===== src/rtl/sum_accum.sv =====
// sum_accum: N-operand unsigned adder with optional accumulation,
// saturate or wrap at SW bits, behind a two-stage valid/ready pipeline.
module sum_accum #(
    parameter int W   = 8,
    parameter int N   = 4,
    parameter int SW  = 12,
    parameter int SAT = 1
) (
    input  logic            clk,
    input  logic            rst_n,
    input  logic            in_valid,
    output logic            in_ready,
    input  logic [N*W-1:0]  ops,
    input  logic            cin,
    input  logic            acc_en,
    output logic            out_valid,
    input  logic            out_ready,
    output logic [SW-1:0]   sum,
    output logic            sum_zero,
    output logic            sum_ovf
);

    // Pre-sum width holds N*(2^W-1)+1 without loss.
    localparam int FW = W + $clog2(N) + 1;
    // Accumulate width leaves one spare bit above both operands.
    localparam int TW = ((FW > SW) ? FW : SW) + 1;

    // Stage 1 state: pre-sum, accumulate flag, valid.
    logic [FW-1:0] r_s1_psum;
    logic          r_s1_acc;
    logic          r_s1_valid;

    // Stage 2 state: the visible result registers.
    logic [SW-1:0] r_sum;
    logic          r_zero;
    logic          r_ovf;
    logic          r_out_valid;

    // Handshake and datapath wires.
    logic          w_s1_ld;
    logic          w_s2_ld;
    logic [FW-1:0] w_psum;
    logic [TW-1:0] w_base;
    logic [TW-1:0] w_t;
    logic          w_ovf;
    logic [SW-1:0] w_sum_nx;
    logic          w_zero_nx;

    // S2 advances when it is empty or its result is being taken.
    // S1 accepts when empty or draining into S2; in_valid never feeds
    // back into in_ready.
    always_comb begin
        w_s2_ld = r_s1_valid & (~r_out_valid | out_ready);
        in_ready = ~r_s1_valid | w_s2_ld;
        w_s1_ld = in_valid & in_ready;
    end

    // Sum all packed operands plus carry-in at full precision.
    always_comb begin
        w_psum = FW'(cin);
        for (int k = 0; k < N; k++) begin
            w_psum = w_psum + FW'(ops[k*W +: W]);
        end
    end

    // Stage 1 register: capture pre-sum and accumulate request.
    always_ff @(posedge clk or negedge rst_n) begin
        if (!rst_n) begin
            r_s1_psum  <= '0;
            r_s1_acc   <= 1'b0;
            r_s1_valid <= 1'b0;
        end else begin
            if (w_s1_ld) begin
                r_s1_psum <= w_psum;
                r_s1_acc  <= acc_en;
            end
            if (in_ready) begin
                r_s1_valid <= in_valid;
            end
        end
    end

    // The previous result always sits in r_sum when S2 loads, even if it
    // was stalled, so it is the correct accumulation base in stream order.
    always_comb begin
        w_base = r_s1_acc ? TW'(r_sum) : '0;
        w_t = TW'(r_s1_psum) + w_base;
    end

    // Detect overflow above SW bits, then clamp or wrap.
    always_comb begin
        w_ovf = |w_t[TW-1:SW];
        w_sum_nx = w_t[SW-1:0];
        if (w_ovf && (SAT != 0)) begin
            w_sum_nx = '1;
        end
        w_zero_nx = (w_sum_nx == '0);
    end

    // Stage 2 register: result, flags and output valid.
    always_ff @(posedge clk or negedge rst_n) begin
        if (!rst_n) begin
            r_sum       <= '0;
            r_zero      <= 1'b0;
            r_ovf       <= 1'b0;
            r_out_valid <= 1'b0;
        end else begin
            if (w_s2_ld) begin
                r_sum  <= w_sum_nx;
                r_zero <= w_zero_nx;
                r_ovf  <= w_ovf;
            end
            if (~r_out_valid | out_ready) begin
                r_out_valid <= r_s1_valid;
            end
        end
    end

    // Outputs come straight from the stage 2 registers.
    always_comb begin
        out_valid = r_out_valid;
        sum       = r_sum;
        sum_zero  = r_zero;
        sum_ovf   = r_ovf;
    end

endmodule


===== config.mk =====
export PLATFORM = sky130hd
export DESIGN_NAME = sum_accum
export DESIGN_NICKNAME = d
export VERILOG_FILES = /design/src/rtl/sum_accum.sv
export SDC_FILE = /design/constraint.sdc
export NUM_CORES = 1
export LEC_CHECK = 0
export BUFFER_PORTS_ARGS = -buffer_cell sky130_fd_sc_hd__buf_2
export CAP_MARGIN = 20
export CORE_ASPECT_RATIO = 1.4
export CORE_MARGIN = 4
export CORE_UTILIZATION = 40
export DETAILED_ROUTE_END_ITERATION = 8
export GPL_ROUTABILITY_DRIVEN = 0
export REMOVE_ABC_BUFFERS = 1
export SLEW_MARGIN = 10
export SYNTH_ARGS = -nofsm -noshare
export SYNTH_HDL_FRONTEND = slang
export SYNTH_SLANG_ARGS = --single-unit

===== constraint.sdc =====
create_clock -name clk -period 3.3 [get_ports clk]
set_input_delay 0.99 -clock clk [delete_from_list [all_inputs] [get_ports clk]]
set_output_delay 0.99 -clock clk [all_outputs]
set_load 0.1 [all_outputs]

==> metrics.txt, run 1 <==
Yosys top cell by area dfrtp_1; main combinational cell family by area after synthesis adder cells; CP top delay family adder cells; worst slew pin tran 0.6648 ns; ranking of synthesized cells by area dfrtp_1 28%, fa_1 15%, ha_1 9.2%, inv_1 7.7%, a21oi_1 4.5%; CTS tree done; final setup violation count 1; XOR/XNOR Fraction of Synth Area 3.935%; IO Pins 54; Post-synth EDFFs 0; placed insts 390; Finished Layout Cells 395; leakage 1.500 nW; Vias 1,980; Max Fclk 0.2973 GHz; Yosys cell types 48; violated checks negative setup slack; Critical Path AT 3.59 ns; Async SR Flop Fraction 100.0%; adder-cell share of the synthesized area 23.91%; share of cells above drive strength 1 30.15%; wirelength, routed 5.044 mm; core area 5904 um^2; worst reg2reg path endpoint sum_zero$_DFFE_PN0P_; top cell type's share of synthesized area 27.59%; Syn Area/Cell 9.310 um^2; Tmin final 3.364 ns; Max Root-Sink Buffers 2; relative slew slack 55.58%; antenna violations before repair 0; vias in the first global route 2,038; hold path endpoint sum_zero$_DFFE_PN0P_; post-synthesis register bit count 27; hold path cells 2; post-route ant nets 0; worst skew pair latency 0.28 ns; PwrDens 945.1 nW/um^2; WP buf/inv 3; Reg2Reg Setup Slack 0.43 ns; Final Hold Vio Count 0; Die Wd 74.13 um; outcome complete, but fails checks; Worst-path clk slew 0.10 ns; WP data required 3.52 ns; Root Buffer Master clkbuf_8; deepest level of the CTS H-tree 1; nets@finish 400; Post-Syn Area 2449 um^2; Reg2Reg Depth 9; Clock Sink Count 27; Die H 100.6 um; area added between synthesis and finish 21.36%; RSZ-0062 raised after global routing true; CP Capture Type flop; die area 7455 um^2; final max-slew violation count 0; DP Area 2853 um^2; Main synth FF type dfrtp_1; wire length per cell 12.77 um; Starting Density 41.47%; crit share post-route 101.9%; total gr overflow 0; skew final 0.007696 ns; DRC viols 0; cell count after synthesis 263; GRT Util Overall 15.15%; startpoint types input port; hold_ws 0.5020 ns; fin worst setup slack -0.06393 ns; RR Startpoint r_s1_acc$_DFFE_PN0P_; Setup CP Type input port to flop; Post-DP HPWL 4.129 mm; Via-to-Cell Ratio 5.013; CP Cell Sequence buf_6 > inv_2 > fa_1 > fa_1 > inv_2 > ha_4 > a21o_1 > a21oi_2 > o21bai_2 > a211o_1 > a2111o_1 > nand3_2; # port buffers 53; peak supply drop 425.2 uV; register area share after synthesis 27.59%; Hold WC Path Type flop to flop; number of max-cap violations 0; setup TNS -0.06393 ns; Synth Warn # 0; fin area 2972 um^2; final core occ 50.33%; min-delay src sum_zero$_DFFE_PN0P_; Worst path max stage delay 0.53 ns; global-route wire length before repair 8.956 mm; area share of and/or/nand/nor cells after synthesis 13.49%; compound-gate portion of the synthesized area 18.86%; largest net degree at the start of global routing 28; mux cell area share after synthesis 3.577%; Num CTS Buffers 3; DR pass1 iterations 4; Iteration-0 DRC Markers 87; row count 33; crit-path max FO 2; ANT cells 0; Slowest cell on crit path fa_1
==> how the worst max path moves through the flow <==
stage	start	to	slack, ns	cells after the start
finish	ops[18]	r_s1_psum[8]$_DFFE_PN0P_	-0.06	12
global route	ops[18]	r_s1_psum[8]$_DFFE_PN0P_	-0.17	12
CTS	ops[18]	r_s1_psum[8]$_DFFE_PN0P_	-0.03	12
detailed placement	ops[1]	r_s1_psum[9]$_DFFE_PN0P_	-0.53	13
global placement	ops[1]	r_s1_psum[9]$_DFFE_PN0P_	-0.49	13
floorplan	ops[1]	r_s1_psum[9]$_DFFE_PN0P_	-0.34	12
==> cell usage in the layout, fill, tap and decap left out, types with 9 or more instances in the layout <==
| cell | count |
|---|---|
| a21oi_1 | 19 |
| fa_1 | 17 |
| nor2_1 | 11 |
| buf_4 | 11 |
| inv_1 | 44 |
| o21ai_0 | 9 |
| ha_1 | 16 |
| nand2_1 | 12 |
| xnor2_1 | 10 |
| buf_2 | 49 |
| dfrtp_1 | 27 |
| and2_1 | 13 |
==> where the power goes <==
group / internal [W] / switching [W] / total, W
logic: 0.000734 / 0.00131 / 0.00205
registers: 0.000466 / 0.000100 / 0.000566
clock network: 0.0000858 / 0.000109 / 0.000195
==> registers in the layout, indices dropped and copies added, names as in the netlist <==
signal / count
sum: 12
r_s1_psum: 10
out_valid: 1
r_s1_acc: 1
r_s1_valid: 1
sum_ovf: 1
sum_zero: 1
==> per-layer routing <==
layer | vias to the layer above | share of wire [%] | track usage (%)
met4 | 0 | 3.5 | 6.974
met2 | 45 | 55 | 27.32
li1 | 1007 | - | -
met1 | 918 | 38 | 17.84
met3 | 10 | 3.4 | 0.9980
met5 | - | 0 | 0
==> stage by stage <==
stage          worst slack [ns]  power [W]
3_5_place_dp            -0.5345   0.002580
5_1_grt                 -0.1699   0.003057
3_3_place_gp            -0.4914   0.002560
4_1_cts                -0.03180   0.002805
2_1_floorplan           -0.3431   0.002167
6_report               -0.06393   0.002809
==> layout make-up <==
type | instances | area, um^2
clock buffer | 3 | 41.29
clock inverter | 1 | 7.507
fill | 567 | 2933
inverter | 50 | 187.7
multi-input combinational | 180 | 1599
sequential | 27 | 675.6
tap | 70 | 87.58
timing repair buffer | 64 | 372.9
==> cells by family after synthesis <==
| family | Yosys count |
|---|---|
| compound gates | 64 |
| xor+xnor | 11 |
| fa+ha+maj | 36 |
| buf+inv | 56 |
| flops | 27 |
| mux | 8 |
| simple gates | 61 |
==> cells in the mapped netlist (2+ instances only) <==
| master | instances |
|---|---|
| dfrtp_1 | 27 |
| o21ai_0 | 9 |
| o21bai_1 | 3 |
| ha_1 | 18 |
| a21oi_1 | 22 |
| nand2_1 | 12 |
| and2_1 | 13 |
| o21a_1 | 2 |
| nand3_1 | 7 |
| or2_2 | 2 |
| mux2i_1 | 2 |
| nand2b_1 | 4 |
| a211oi_1 | 2 |
| nor2_1 | 11 |
| a2111o_1 | 2 |
| a21o_1 | 3 |
| xnor2_1 | 10 |
| nor3b_1 | 2 |
| inv_1 | 50 |
| o22ai_1 | 2 |
| clkbuf_1 | 5 |
| mux2_2 | 6 |
| o31ai_1 | 2 |
| o22a_1 | 5 |
| and3_1 | 2 |
| fa_1 | 18 |
==> repair_timing <==
| action | 4_1_cts | 5_1_grt |
|---|---|---|
| setup endpoints to repair | 5 | 4 |
| pin swaps | 16 | 10 |
| hold buffers | 0 | 0 |
| setup buffers | 0 | 1 |
| gates resized for setup | 8 | 10 |
==> worst register-to-register path: stages (launching register included) <==
cell      delay, ns
dfrtp_1        0.45
and2_1         0.17
ha_1           0.22
fa_1           0.45
a211oi_4       0.31
or4_4          0.20
o211ai_4       0.12
a31oi_2        0.32
nand2_1        0.19
o41ai_2        0.35
Note: power is estimated with default switching activity, not from simulation.
==> inputs of run 2 (changes only) <==
==> constraint.sdc (replaced) <==
create_clock -name clk -period 2.8 [get_ports clk]
set_input_delay 0.84 -clock clk [delete_from_list [all_inputs] [get_ports clk]]
set_output_delay 0.84 -clock clk [all_outputs]
set_load 0.1 [all_outputs]
==> run 2 against run 1 <==
The run still ends with negative setup slack left. Flip-flop and latch count unchanged. Clock power up 17%. Setup slack worse by 0.30 ns. Combinational power up 30%. Final area up 5.7%. Sequential share of layout area down 1.2 points. Power up 27%. Die area unchanged. Via count up 4.0%. Non-clock buffer count up 17. Register-to-register slack worse by 0.38 ns. Global-route usage up 0.61 points. Largest power group unchanged.
==> metrics.txt, run 2 (same netlist as run 1, synthesis figures left out) <==
PwrDens 1135 nW/um^2; Clock Sink Count 27; nets@finish 417; post-route ant nets 0; skew final 0.01029 ns; # port buffers 53; wire length per cell 12.62 um; antenna violations before repair 0; GRT Util Overall 15.75%; relative slew slack 52.69%; share of cells above drive strength 1 35.09%; die area 7455 um^2; RSZ-0062 raised after global routing true; global-route wire length before repair 9.232 mm; Root Buffer Master clkbuf_8; Tmin final 3.163 ns; core area 5904 um^2; commonest non-fill, non-tap cells in the layout 51 x buf_2, 45 x inv_1, 28 x buf_4; Final Hold Vio Count 0; area added between synthesis and finish 28.26%; vias in the first global route 2,180; Total Power 0.003563 W; Num CTS Buffers 3; peak supply drop 387.7 uV; final setup violation count 5; worst skew pair latency 0.28 ns; Iteration-0 DRC Markers 84; Finished Layout Cells 412; placed insts 405; Hold WC Path Type flop to flop; worst slew pin tran 0.7097 ns; hold_buf cts 0; Die H 100.6 um; DRC viols 0; ANT cells 0; violated checks negative setup slack; wirelength, routed 5.198 mm; DR pass1 iterations 4; largest net degree at the start of global routing 28; Max Fclk 0.3162 GHz; WP data required 3.03 ns; commonest non-fill, non-tap cell in the layout buf_2; outcome complete, but fails checks; max reg flops 12; Die Wd 74.13 um; Starting Density 41.47%; row count 33; crit share post-route 112.9%; deepest level of the CTS H-tree 1; Setup CP Type input port to flop; startpoint types input port; IO Pins 54; Vias 2,059; fin worst setup slack -0.3626 ns; RR Startpoint r_s1_acc$_DFFE_PN0P_; total gr overflow 0; CP Launch Point ops[18]; leakage 1.602 nW; CP Capture Type flop; crit-path max FO 2; Post-DP HPWL 4.231 mm; min-delay src sum_zero$_DFFE_PN0P_; final max-slew violation count 0; number of max-cap violations 0; Worst-path clk slew 0.10 ns; Via-to-Cell Ratio 4.998; CTS tree done; Critical Path AT 3.39 ns; Max Root-Sink Buffers 2
==> run 2: worst paths after layout <==
path                                       endpoint  slack [ns]  depth (start not counted)
max reg2reg                    sum_zero$_DFFE_PN0P_        0.05                         11
max                        r_s1_psum[8]$_DFFE_PN0P_       -0.36                         12
min                            sum_zero$_DFFE_PN0P_        0.50                          2
min reg2reg                    sum_zero$_DFFE_PN0P_        0.50                          2
max in group asynchronous        sum[0]$_DFFE_PN0P_        1.85                          1
min in group asynchronous       sum[11]$_DFFE_PN0P_        0.54                          1
==> run 2: area by class of cell <==
| class | instances | area [um^2] |
|---|---|---|
| Multi-Input combinational cell | 180 | 1655 |
| Fill cell | 559 | 2764 |
| Inverter | 50 | 187.7 |
| Clock inverter | 1 | 5.005 |
| Timing Repair Buffer | 81 | 488.0 |
| Clock buffer | 3 | 41.29 |
| Tap cell | 70 | 87.58 |
| Sequential cell | 27 | 675.6 |
==> run 2: timing repair <==
item / CTS / global route
endpoints found under the setup margin: 9 / 12
gates resized for setup: 18 / 8
hold endpoints to repair: 0 / 0
setup buffers: 3 / 1
pin swaps: 17 / 2
==> run 2: where the power goes <==
part           switching, W  internal [W]  leakage, nW
Combinational       0.00162       0.00105         1.26
Sequential         0.000115      0.000549        0.317
Clock              0.000128      0.000100       0.0255
Total               0.00187       0.00170         1.60
==> run 2: stage by stage <==
| stage | TNS, ns | hold WS (ns) | utilization (%) | setup slack (ns) | cell area, um^2 |
|---|---|---|---|---|---|
| final | -1.288 | 0.4986 | 53.19 | -0.3626 | 3141 |
| after floorplan | -6.260 | 0.4563 | - | -0.6931 | 2425 |
| after global routing | -2.198 | 0.5196 | 53.19 | -0.4665 | 3141 |
| after global placement | -4.505 | 0.4695 | 50.22 | -0.8335 | 2965 |
| after CTS | -1.252 | 0.5001 | 52.60 | -0.3380 | 3105 |
| after detailed placement | -4.578 | 0.4761 | 50.22 | -0.8454 | 2965 |
==> run 2: critical path, stage by stage <==
cell,delay [ns]
buf_6,0.07
inv_2,0.03
fa_1,0.54
fa_1,0.42
inv_2,0.09
ha_4,0.19
a21o_1,0.18
a21oi_2,0.15
o21bai_2,0.10
a211o_1,0.28
a2111o_1,0.43
nand3_2,0.06
==> run 2: routing by layer <==
metal | vias to the layer above | global-route usage, % | routed length, um
met3 | 11 | 0.9980 | 140
met4 | 0 | 7.950 | 197
li1 | 1043 | - | -
met2 | 37 | 29.64 | 2845
met1 | 968 | 17.12 | 2014
met5 | - | 0 | 0
==> inputs of run 3 (changes only) <==
--- a/config.mk
+++ b/config.mk
@@ -12,6 +12,7 @@
 export CORE_UTILIZATION = 40
 export DETAILED_ROUTE_END_ITERATION = 8
 export GPL_ROUTABILITY_DRIVEN = 0
+export PLACE_DENSITY_LB_ADDON = 0.3
 export REMOVE_ABC_BUFFERS = 1
 export SLEW_MARGIN = 10
 export SYNTH_ARGS = -nofsm -noshare
==> run 3 against run 2 <==
The run still ends with negative setup slack left. Non-clock buffer count shrank 4. Worst hold slack lost 0.011 ns. Clock-buffer cell count unchanged. Maximum frequency is 1.1% lower. Sequential share of layout area grew 0.51 points. Power fell by 2.0%. Via count rose by 0.44%. Setup slack lost 0.034 ns. Clock power grew 2%. Critical endpoint unchanged.
==> metrics.txt, run 3 (same netlist as run 1, synthesis figures left out) <==
Max Root-Sink Buffers 2; total gr overflow 0; core area 5904 um^2; final core occ 51.96%; DR pass1 iterations 4; Vias 2,068; Total Power 0.003491 W; hold_buf cts 0; wire length per cell 12.69 um; fin area 3068 um^2; area added between synthesis and finish 25.29%; global-route wire length before repair 8.901 mm; Num CTS Buffers 3; # port buffers 53; worst slew pin tran 0.6778 ns; Die H 100.6 um; Die Wd 74.13 um; violated checks negative setup slack; row count 33; WP buf/inv 3; final setup violation count 5; peak supply drop 495.4 uV; Slowest cell on crit path fa_1; commonest non-fill, non-tap cell in the layout buf_2; fillers 572; IO Pins 54; CTS tree done; wirelength, routed 5.179 mm; final max-slew violation count 0; Worst-path clk slew 0.10 ns; outcome complete, but fails checks; Setup CP Type input port to flop; GRT Util Overall 14.97%; Tmin final 3.196 ns; DRC viols 0; Final Hold Vio Count 0; number of max-cap violations 0; ANT cells 0; max reg flops 12; antenna violations before repair 0; worst skew pair latency 0.28 ns; Post-DP HPWL 4.271 mm; CP top delay family adder cells; Via-to-Cell Ratio 5.069; Worst path max stage delay 0.54 ns; DP Area 2943 um^2; RSZ-0062 raised after global routing true; vias in the first global route 2,080; Root Buffer Master clkbuf_8; PwrDens 1138 nW/um^2; crit-path max FO 2; Iteration-0 DRC Markers 86; largest net degree at the start of global routing 28; nets@finish 413; Max Fclk 0.3129 GHz; fin worst setup slack -0.3962 ns; startpoint types input port; leakage 1.559 nW; die area 7455 um^2; relative slew slack 54.81%; skew final 0.005052 ns; share of cells above drive strength 1 32.84%; Hold WC Path Type flop to flop; Place WS -0.8550 ns; Clock Sink Count 27; post-route ant nets 0; CP Capture Type flop; CP Cell Sequence buf_6 > inv_2 > fa_1 > fa_1 > inv_2 > ha_4 > a21o_1 > a21oi_2 > o21bai_1 > a211o_1 > a2111o_1 > nand3_1; WP data required 3.02 ns; crit share post-route 114.2%; Starting Density 41.47%; commonest non-fill, non-tap cells in the layout 51 x buf_2, 44 x inv_1, 27 x dfrtp_1; Critical Path AT 3.42 ns; deepest level of the CTS H-tree 1
-- run 3: through the flow --
step	hold WS, ns	setup TNS [ns]	cells
floorplan	0.4563	-6.260	257
global placement	0.4719	-4.470	402
detailed placement	0.4653	-4.661	402
CTS	0.4899	-1.318	407
global route	0.5134	-2.145	408
finish	0.4879	-1.448	408
-- run 3: what timing repair did --
item / CTS / global route
cloned: 0 / 0
setup buffers: 6 / 1
gates resized for setup: 14 / 4
pin swaps: 18 / 3
setup endpoints to repair: 7 / 9
-- run 3: power breakdown --
group / leakage, nW / switching [W] / internal, W / total (W)
Combinational: 1.22 / 0.00160 / 0.000986 / 0.00259
Sequential: 0.317 / 0.000121 / 0.000549 / 0.000669
Clock: 0.0217 / 0.000133 / 0.000101 / 0.000234
-- run 3: path summary, 6_finish.rpt --
kind / from / endpoint / slack (ns) / depth (start not counted)
max in group asynchronous: rst_n / sum[5]$_DFFE_PN0P_ / 1.85 / 1
min in group asynchronous: rst_n / sum[11]$_DFFE_PN0P_ / 0.55 / 1
min: sum_zero$_DFFE_PN0P_ / sum_zero$_DFFE_PN0P_ / 0.49 / 2
max reg2reg: r_s1_acc$_DFFE_PN0P_ / sum_zero$_DFFE_PN0P_ / 0.02 / 9
max: ops[18] / r_s1_psum[8]$_DFFE_PN0P_ / -0.40 / 12
min reg2reg: sum_zero$_DFFE_PN0P_ / sum_zero$_DFFE_PN0P_ / 0.49 / 2
-- run 3: cell type report --
type | instances | area, um^2 | area share [%]
clock inverter | 1 | 7.507 | 0.2447
inverter | 50 | 187.7 | 6.117
timing repair buffer | 77 | 457.9 | 14.93
tap | 70 | 87.58 | 2.855
sequential | 27 | 675.6 | 22.02
clock buffer | 3 | 41.29 | 1.346
multi-input combinational | 180 | 1610 | 52.49
-- run 3: per-layer routing --
| metal | share of wire, % | up-vias | track usage [%] | wire (um) |
|---|---|---|---|---|
| li1 | - | 1031 | - | - |
| met1 | 39 | 994 | 16.40 | 2035 |
| met2 | 55 | 34 | 28.48 | 2840 |
| met3 | 2.5 | 9 | 0.8982 | 131 |
| met4 | 3.3 | 0 | 6.695 | 172 |
| met5 | 0 | - | 0 | 0 |
-- run 3: tightest hold or removal path, stage by stage, from the launching register on --
cell and delay (ns):
dfrtp_1 0.35, nand2_1 0.06, o41ai_2 0.05
